File: src/rtl/pipe_ctrl_if.sv
`default_nettype none
// ============================================================================
// Module      : pipe_ctrl_if
// Description : Pipeline-side bundle for the sequencing controller: ID
//               operands, WB retire, EXE redirect, memory wait, and the
//               stall/flush/issue controls plus scoreboard observation.
// Revision    : 1.0 - initial release
// ============================================================================
interface pipe_ctrl_if;
    // ID stage instruction description
    logic        id_valid_i;
    logic [4:0]  id_rs1_addr_i;
    logic [4:0]  id_rs2_addr_i;
    logic        id_rs1_re_i;
    logic        id_rs2_re_i;
    logic [4:0]  id_rd_addr_i;
    logic        id_rd_we_i;
    // WB retire
    logic        wb_valid_i;
    logic [4:0]  wb_rd_addr_i;
    logic        wb_rd_we_i;
    // Redirect and memory wait
    logic        exe_redirect_i;
    logic        mem_busy_i;
    // Controls back to the pipeline
    logic        issue_o;
    logic        pc_stall_o;
    logic        if_id_stall_o;
    logic        if_id_flush_o;
    logic        id_exe_flush_o;
    logic        id_exe_stall_o;
    logic [31:0] pending_o;
    logic [15:0] hz_stall_cnt_o;

    // Pipeline datapath side
    modport master (
        output id_valid_i, id_rs1_addr_i, id_rs2_addr_i, id_rs1_re_i,
               id_rs2_re_i, id_rd_addr_i, id_rd_we_i,
               wb_valid_i, wb_rd_addr_i, wb_rd_we_i,
               exe_redirect_i, mem_busy_i,
        input  issue_o, pc_stall_o, if_id_stall_o, if_id_flush_o,
               id_exe_flush_o, id_exe_stall_o, pending_o, hz_stall_cnt_o
    );

    // Controller side
    modport slave (
        input  id_valid_i, id_rs1_addr_i, id_rs2_addr_i, id_rs1_re_i,
               id_rs2_re_i, id_rd_addr_i, id_rd_we_i,
               wb_valid_i, wb_rd_addr_i, wb_rd_we_i,
               exe_redirect_i, mem_busy_i,
        output issue_o, pc_stall_o, if_id_stall_o, if_id_flush_o,
               id_exe_flush_o, id_exe_stall_o, pending_o, hz_stall_cnt_o
    );
endinterface
`default_nettype wire

File: src/rtl/pipe_ctrl.sv
`default_nettype none
// ============================================================================
// Module      : pipe_ctrl
// Description : Pipeline sequencing controller for the 5-stage RV32I core.
//               Scoreboard-based RAW/WAW hazard detection at issue, branch
//               redirect flushing and data-memory freeze handling.
// Revision    : 1.0 - initial release
// ============================================================================
module pipe_ctrl (
    input  logic        clk_i,
    input  logic        rst_i,
    pipe_ctrl_if.slave  bus
);

    typedef enum logic [1:0] {
        ST_RUN   = 2'd0,
        ST_FLUSH = 2'd1,
        ST_HOLD  = 2'd2
    } state_t;

    state_t      r_state;
    state_t      w_state_nxt;
    logic        r_redir;
    logic        w_redir_nxt;
    logic [31:0] r_pending;
    logic [31:0] w_pend_nxt;
    logic [15:0] r_hz_cnt;
    logic        w_cnt_inc;

    logic        w_wb_clr;
    logic [31:0] w_wb_mask;
    logic [31:0] w_set_mask;
    logic [31:0] w_pend_eff;
    logic        w_hazard;

    logic        w_issue;
    logic        w_pc_stall;
    logic        w_if_id_stall;
    logic        w_if_id_flush;
    logic        w_id_exe_flush;
    logic        w_id_exe_stall;

    // Effective scoreboard: a retiring WB write is visible to ID this cycle
    // through the write-through register file, so it no longer blocks.
    always_comb begin
        w_wb_clr   = bus.wb_valid_i & bus.wb_rd_we_i;
        w_wb_mask  = w_wb_clr ? (32'd1 << bus.wb_rd_addr_i) : 32'd0;
        w_pend_eff = r_pending & ~w_wb_mask;
        w_hazard   = bus.id_valid_i &
                     ((bus.id_rs1_re_i & w_pend_eff[bus.id_rs1_addr_i]) |
                      (bus.id_rs2_re_i & w_pend_eff[bus.id_rs2_addr_i]) |
                      (bus.id_rd_we_i  & w_pend_eff[bus.id_rd_addr_i]));
    end

    // Sequencing decision: reset > memory freeze > redirect > FLUSH > hazard.
    always_comb begin
        w_state_nxt    = ST_RUN;
        w_redir_nxt    = r_redir;
        w_cnt_inc      = 1'b0;
        w_issue        = 1'b0;
        w_pc_stall     = 1'b0;
        w_if_id_stall  = 1'b0;
        w_if_id_flush  = 1'b0;
        w_id_exe_flush = 1'b0;
        w_id_exe_stall = 1'b0;
        if (rst_i) begin
            w_if_id_flush  = 1'b1;
            w_id_exe_flush = 1'b1;
            w_redir_nxt    = 1'b0;
        end else if (bus.mem_busy_i) begin
            // Whole pipe frozen; remember a redirect so it is not lost.
            w_state_nxt    = ST_HOLD;
            w_pc_stall     = 1'b1;
            w_if_id_stall  = 1'b1;
            w_id_exe_stall = 1'b1;
            if (bus.exe_redirect_i) begin
                w_redir_nxt = 1'b1;
            end
        end else if (bus.exe_redirect_i | r_redir) begin
            w_state_nxt    = ST_FLUSH;
            w_redir_nxt    = 1'b0;
            w_if_id_flush  = 1'b1;
            w_id_exe_flush = 1'b1;
        end else if (r_state == ST_FLUSH) begin
            // Second flushed cycle kills the wrong-path fetch still in flight.
            w_if_id_flush  = 1'b1;
            w_id_exe_flush = 1'b1;
        end else if (w_hazard) begin
            w_pc_stall     = 1'b1;
            w_if_id_stall  = 1'b1;
            w_id_exe_flush = 1'b1;
            w_cnt_inc      = 1'b1;
        end else begin
            w_issue = bus.id_valid_i;
        end
    end

    // Scoreboard next value: retire clears first, so an issue set wins.
    always_comb begin
        w_set_mask = (w_issue & bus.id_rd_we_i & (bus.id_rd_addr_i != 5'd0)) ?
                     (32'd1 << bus.id_rd_addr_i) : 32'd0;
        w_pend_nxt = (r_pending & ~w_wb_mask) | w_set_mask;
    end

    // State, redirect latch, scoreboard and stall counter registers.
    always_ff @(posedge clk_i) begin
        if (rst_i) begin
            r_state   <= ST_RUN;
            r_redir   <= 1'b0;
            r_pending <= 32'd0;
            r_hz_cnt  <= 16'd0;
        end else begin
            r_state   <= w_state_nxt;
            r_redir   <= w_redir_nxt;
            r_pending <= {w_pend_nxt[31:1], 1'b0};
            if (w_cnt_inc) begin
                r_hz_cnt <= r_hz_cnt + 16'd1;
            end
        end
    end

    assign bus.issue_o        = w_issue;
    assign bus.pc_stall_o     = w_pc_stall;
    assign bus.if_id_stall_o  = w_if_id_stall;
    assign bus.if_id_flush_o  = w_if_id_flush;
    assign bus.id_exe_flush_o = w_id_exe_flush;
    assign bus.id_exe_stall_o = w_id_exe_stall;
    assign bus.pending_o      = r_pending;
    assign bus.hz_stall_cnt_o = r_hz_cnt;

endmodule
`default_nettype wire

File: src/flat_wrapper.sv
// flat-port wrapper written by rule: the top's interface ports become plain ports
module pipe_ctrl_flat 
  (clk_i, rst_i, bus_id_valid_i, bus_id_rs1_addr_i, bus_id_rs2_addr_i, bus_id_rs1_re_i, bus_id_rs2_re_i, bus_id_rd_addr_i, bus_id_rd_we_i, bus_wb_valid_i, bus_wb_rd_addr_i, bus_wb_rd_we_i, bus_exe_redirect_i, bus_mem_busy_i, bus_issue_o, bus_pc_stall_o, bus_if_id_stall_o, bus_if_id_flush_o, bus_id_exe_flush_o, bus_id_exe_stall_o, bus_pending_o, bus_hz_stall_cnt_o);
  pipe_ctrl_if bus_i ();
  input  logic clk_i;
  input  logic rst_i;
  input wire logic [$bits(bus_i.id_valid_i)-1:0] bus_id_valid_i;
  input wire logic [$bits(bus_i.id_rs1_addr_i)-1:0] bus_id_rs1_addr_i;
  input wire logic [$bits(bus_i.id_rs2_addr_i)-1:0] bus_id_rs2_addr_i;
  input wire logic [$bits(bus_i.id_rs1_re_i)-1:0] bus_id_rs1_re_i;
  input wire logic [$bits(bus_i.id_rs2_re_i)-1:0] bus_id_rs2_re_i;
  input wire logic [$bits(bus_i.id_rd_addr_i)-1:0] bus_id_rd_addr_i;
  input wire logic [$bits(bus_i.id_rd_we_i)-1:0] bus_id_rd_we_i;
  input wire logic [$bits(bus_i.wb_valid_i)-1:0] bus_wb_valid_i;
  input wire logic [$bits(bus_i.wb_rd_addr_i)-1:0] bus_wb_rd_addr_i;
  input wire logic [$bits(bus_i.wb_rd_we_i)-1:0] bus_wb_rd_we_i;
  input wire logic [$bits(bus_i.exe_redirect_i)-1:0] bus_exe_redirect_i;
  input wire logic [$bits(bus_i.mem_busy_i)-1:0] bus_mem_busy_i;
  output wire logic [$bits(bus_i.issue_o)-1:0] bus_issue_o;
  output wire logic [$bits(bus_i.pc_stall_o)-1:0] bus_pc_stall_o;
  output wire logic [$bits(bus_i.if_id_stall_o)-1:0] bus_if_id_stall_o;
  output wire logic [$bits(bus_i.if_id_flush_o)-1:0] bus_if_id_flush_o;
  output wire logic [$bits(bus_i.id_exe_flush_o)-1:0] bus_id_exe_flush_o;
  output wire logic [$bits(bus_i.id_exe_stall_o)-1:0] bus_id_exe_stall_o;
  output wire logic [$bits(bus_i.pending_o)-1:0] bus_pending_o;
  output wire logic [$bits(bus_i.hz_stall_cnt_o)-1:0] bus_hz_stall_cnt_o;
  assign bus_i.id_valid_i = bus_id_valid_i;
  assign bus_i.id_rs1_addr_i = bus_id_rs1_addr_i;
  assign bus_i.id_rs2_addr_i = bus_id_rs2_addr_i;
  assign bus_i.id_rs1_re_i = bus_id_rs1_re_i;
  assign bus_i.id_rs2_re_i = bus_id_rs2_re_i;
  assign bus_i.id_rd_addr_i = bus_id_rd_addr_i;
  assign bus_i.id_rd_we_i = bus_id_rd_we_i;
  assign bus_i.wb_valid_i = bus_wb_valid_i;
  assign bus_i.wb_rd_addr_i = bus_wb_rd_addr_i;
  assign bus_i.wb_rd_we_i = bus_wb_rd_we_i;
  assign bus_i.exe_redirect_i = bus_exe_redirect_i;
  assign bus_i.mem_busy_i = bus_mem_busy_i;
  assign bus_issue_o = bus_i.issue_o;
  assign bus_pc_stall_o = bus_i.pc_stall_o;
  assign bus_if_id_stall_o = bus_i.if_id_stall_o;
  assign bus_if_id_flush_o = bus_i.if_id_flush_o;
  assign bus_id_exe_flush_o = bus_i.id_exe_flush_o;
  assign bus_id_exe_stall_o = bus_i.id_exe_stall_o;
  assign bus_pending_o = bus_i.pending_o;
  assign bus_hz_stall_cnt_o = bus_i.hz_stall_cnt_o;
  pipe_ctrl u_core (.clk_i(clk_i), .rst_i(rst_i), .bus(bus_i));
endmodule
File: config.mk
export PLATFORM = sky130hd
export DESIGN_NAME = pipe_ctrl_flat
export DESIGN_NICKNAME = d
export VERILOG_FILES = /design/src/rtl/pipe_ctrl_if.sv /design/src/rtl/pipe_ctrl.sv /design/src/flat_wrapper.sv
export SDC_FILE = /design/constraint.sdc
export NUM_CORES = 1
export LEC_CHECK = 0
export BUFFER_PORTS_ARGS = -buffer_cell sky130_fd_sc_hd__buf_2
export CAP_MARGIN = 5
export CORE_UTILIZATION = 30
export CTS_CLUSTER_DIAMETER = 150
export CTS_CLUSTER_SIZE = 12
export DETAILED_ROUTE_END_ITERATION = 10
export GPL_ROUTABILITY_DRIVEN = 0
export GPL_TIMING_DRIVEN = 1
export HOLD_SLACK_MARGIN = 0.03
export PLACE_DENSITY = 0.55
export REMOVE_ABC_BUFFERS = 1
export SLEW_MARGIN = 0
export SYNTH_ARGS = -nofsm -noshare
export SYNTH_HDL_FRONTEND = slang
export SYNTH_SLANG_ARGS = --single-unit
File: constraint.sdc
create_clock -name clk_i -period 3.6 [get_ports clk_i]
set_input_delay 0.36 -clock clk_i [delete_from_list [all_inputs] [get_ports clk_i]]
set_output_delay 0.36 -clock clk_i [all_outputs]
set_load 0.02 [all_outputs]
==> summary.txt <==
outcome - finished clean
cells after synthesis - 474
Antenna Nets Post-Route - 0
largest net degree at the start of global routing - 57
Register Area - 1000 um^2
Setup Viol. Count Final - 0
Max Fclk - 0.296 GHz
hold_ws - 0.291 ns
CTS Buf Count - 5
Post-Syn Area - 3750 um^2
Routed WL per cell - 19.9 um
final hold vios - 0
EDFF count, synth - 0
# DRC - 0
Critical Path Slowest Stage Cell - or4_1
cts hold-fix bufs - 0
H-tree Lvls - 2
Net Sw Power - 0.366 mW
Reg power frac - 0.421
TritonCTS clock tree - done
worst endpoint required time - 3.24 ns
ANT cells - 0
Synth Area per Inst - 7.91 um^2
CP startpoint kind - primary input
vias in the first global route - 3956
Sw Share - 0.277
reg-to-reg setup timing slack - 0.73 ns
Top FF cell, synth - dfxtp_1
antenna violations before repair - 0
Worst slew margin - 0.628
worst slew pin tran - 0.556 ns
vias per std cell - 5.98
Synth Register Bits - 50
Max Slew Vio Count - 0
Synth async-reset ratio - 0
design area - 4420 um^2
Starting Density - 0.310
die width - 114 um
worst hold path type - primary input to flip-flop
final WL - 14.0 mm
setup_tns - 0 ns
Max-cap violations - 0
CP cell instances - buf_2, or2b_1, o21ai_1, a22o_1, or4_1, a311o_2, buf_4, nand2_1, a31o_2, buf_2
RSZ-0062 raised after global routing - no
post-cts gate resize count - 0
global-route wire length before repair - 21.7 mm
drt initial violations - 497
Layout fillers - 1342
leakage - 1.68 nW
I/O pins - 84
CP Data Arrival Time - 3.02 ns
Nets - 566
Comb pwr share - 0.179
die height - 114 um
Worst VDD drop - 0.000170 V
pwr dens - 299 nW/um^2
Root Buffer - clkbuf_16
YS warnings - 0
Placed Area - 4260 um^2
max incr delay on CP - 0.51 ns
1st-pass router iterations - 10
Seq/Total Area, Yosys - 0.267
cell-internal power - 0.956 mW
final worst-path cycle share - 0.938
maximum fanout along the worst path - 15
Layout area overhead - 17.9%
layout cell share with drive strength beyond 1 - 0.220
die area - 13000 um^2
port buffer count - 82
routed vias - 4208
maximum clock path buffer count - 2
Clock power frac - 0.401
clk sinks - 50
gr usage total - 0.215
multi-input logic area - 2500 um^2
minimum clock period - 3.38 ns
CP Capture Type - output pin
row count - 40
Synth cell types - 74
Pwr Total - 1.32 mW
clock skew - 0.00817 ns
latest clock arrival within the worst-skew pair - 0.29 ns
Setup Fix Bufs, Post-CTS - 0
cell mode on critical path - buf_2
total gr overflow - 0
Setup Crit Path Kind - primary input to output pin
HPWL Detailed - 10.5 mm
Reg clk slew, reported paths - 0.06 ns
Core Region - 12100 um^2
-- cells in the mapped netlist, types with 12 or more instances --
master	n	area, um^2
buf_2	17	85.1
clkbuf_1	14	52.6
dfxtp_1	50	1000
inv_1	16	60.1
mux2i_1	22	220
nand2_1	32	120
nand3_1	12	60.1
nand4_1	14	87.6
nor2_1	45	169
nor2b_1	13	81.3
o21ai_0	24	120
o22ai_1	21	131
o31ai_1	15	113
-- cell families (layout without fill, tap and decap cells) --
kind of cell / Yosys count / count (layout) / synth area share
simple gates: 184 / 184 / 0.263
compound gates: 138 / 138 / 0.279
flops: 50 / 50 / 0.267
buf+inv: 55 / 117 / 0.0677
mux: 30 / 30 / 0.0827
fa+ha+maj: 1 / 1 / 0.00334
other cells: 1 / 1 / 0.00100
xor+xnor: 15 / 15 / 0.0370
-- worst max-delay path, delay by kind of cell --
kind | cells | cell delay, ns
AND/OR/NAND/NOR | 3 | 1.05
AO/OA/AOI/OAI | 4 | 0.97
buffers and inverters | 3 | 0.61
-- layer usage --
layer / global-route usage / up-vias / routed length [um]
met4: 0.0745 / 0 / 456
met1: 0.278 / 1957 / 5780
met2: 0.343 / 280 / 6270
li1: - / 1925 / -
met3: 0.0616 / 46 / 1530
met5: 0 / - / 0
-- stage by stage --
stage / cells / utilization / setup WS, ns
finish: 704 / 0.365 / 0.225
global route: 704 / 0.365 / 0.0217
CTS: 704 / 0.365 / 0.273
detailed placement: 696 / 0.352 / 0.204
global placement: 696 / 0.352 / 0.241
floorplan: 435 / - / 0.646
-- power by group through the flow --
stage	Clock (mW)	Sequential (mW)	Combinational, mW
final	0.530	0.556	0.236
after global routing	0.563	0.556	0.252
after CTS	0.541	0.556	0.230
after detailed placement	0	0.569	0.229
after global placement	0	0.569	0.228
after floorplan	0	0.569	0.114
-- area by class of cell --
type | count | share of cell area
multi-input cells | 369 | 0.564
clock buffers | 7 | 0.0300
flip-flops and latches | 50 | 0.226
well taps | 168 | 0.0475
repair buffers | 93 | 0.111
clock inverters | 1 | 0.00679
inverters | 16 | 0.0136
-- cells in the final DEF, fill, tap and decap left out, drive strengths merged, types with 10 or more instances in the layout --
cell type and count:
a21oi 10, buf 93, dfxtp 50, inv 16, mux2i 22, nand2 32, nand2b 11, nand3 13
nand4 14, nor2 45, nor2b 13, o21ai 27, o22ai 21, o31ai 16, xnor2 12
-- state kept, by name, indices dropped and copies added (netlist names) --
| signal | count |
|---|---|
| u_core.bus.hz_stall_cnt_o | 16 |
| u_core.r_state | 2 |
| u_core.bus.pending_o | 31 |
| u_core.r_redir | 1 |
-- path summary, 6_finish.rpt --
path	from	to	cells after the start
hold / removal	bus_mem_busy_i	u_core.r_state[0]	2
setup / recovery	bus_wb_rd_addr_i[0]	bus_if_id_stall_o	10
hold reg to reg	u_core.r_redir	u_core.r_redir	2
setup reg to reg	u_core.bus.pending_o[16]	u_core.bus.hz_stall_cnt_o[15]	10
(Power assumes the default switching activity.)
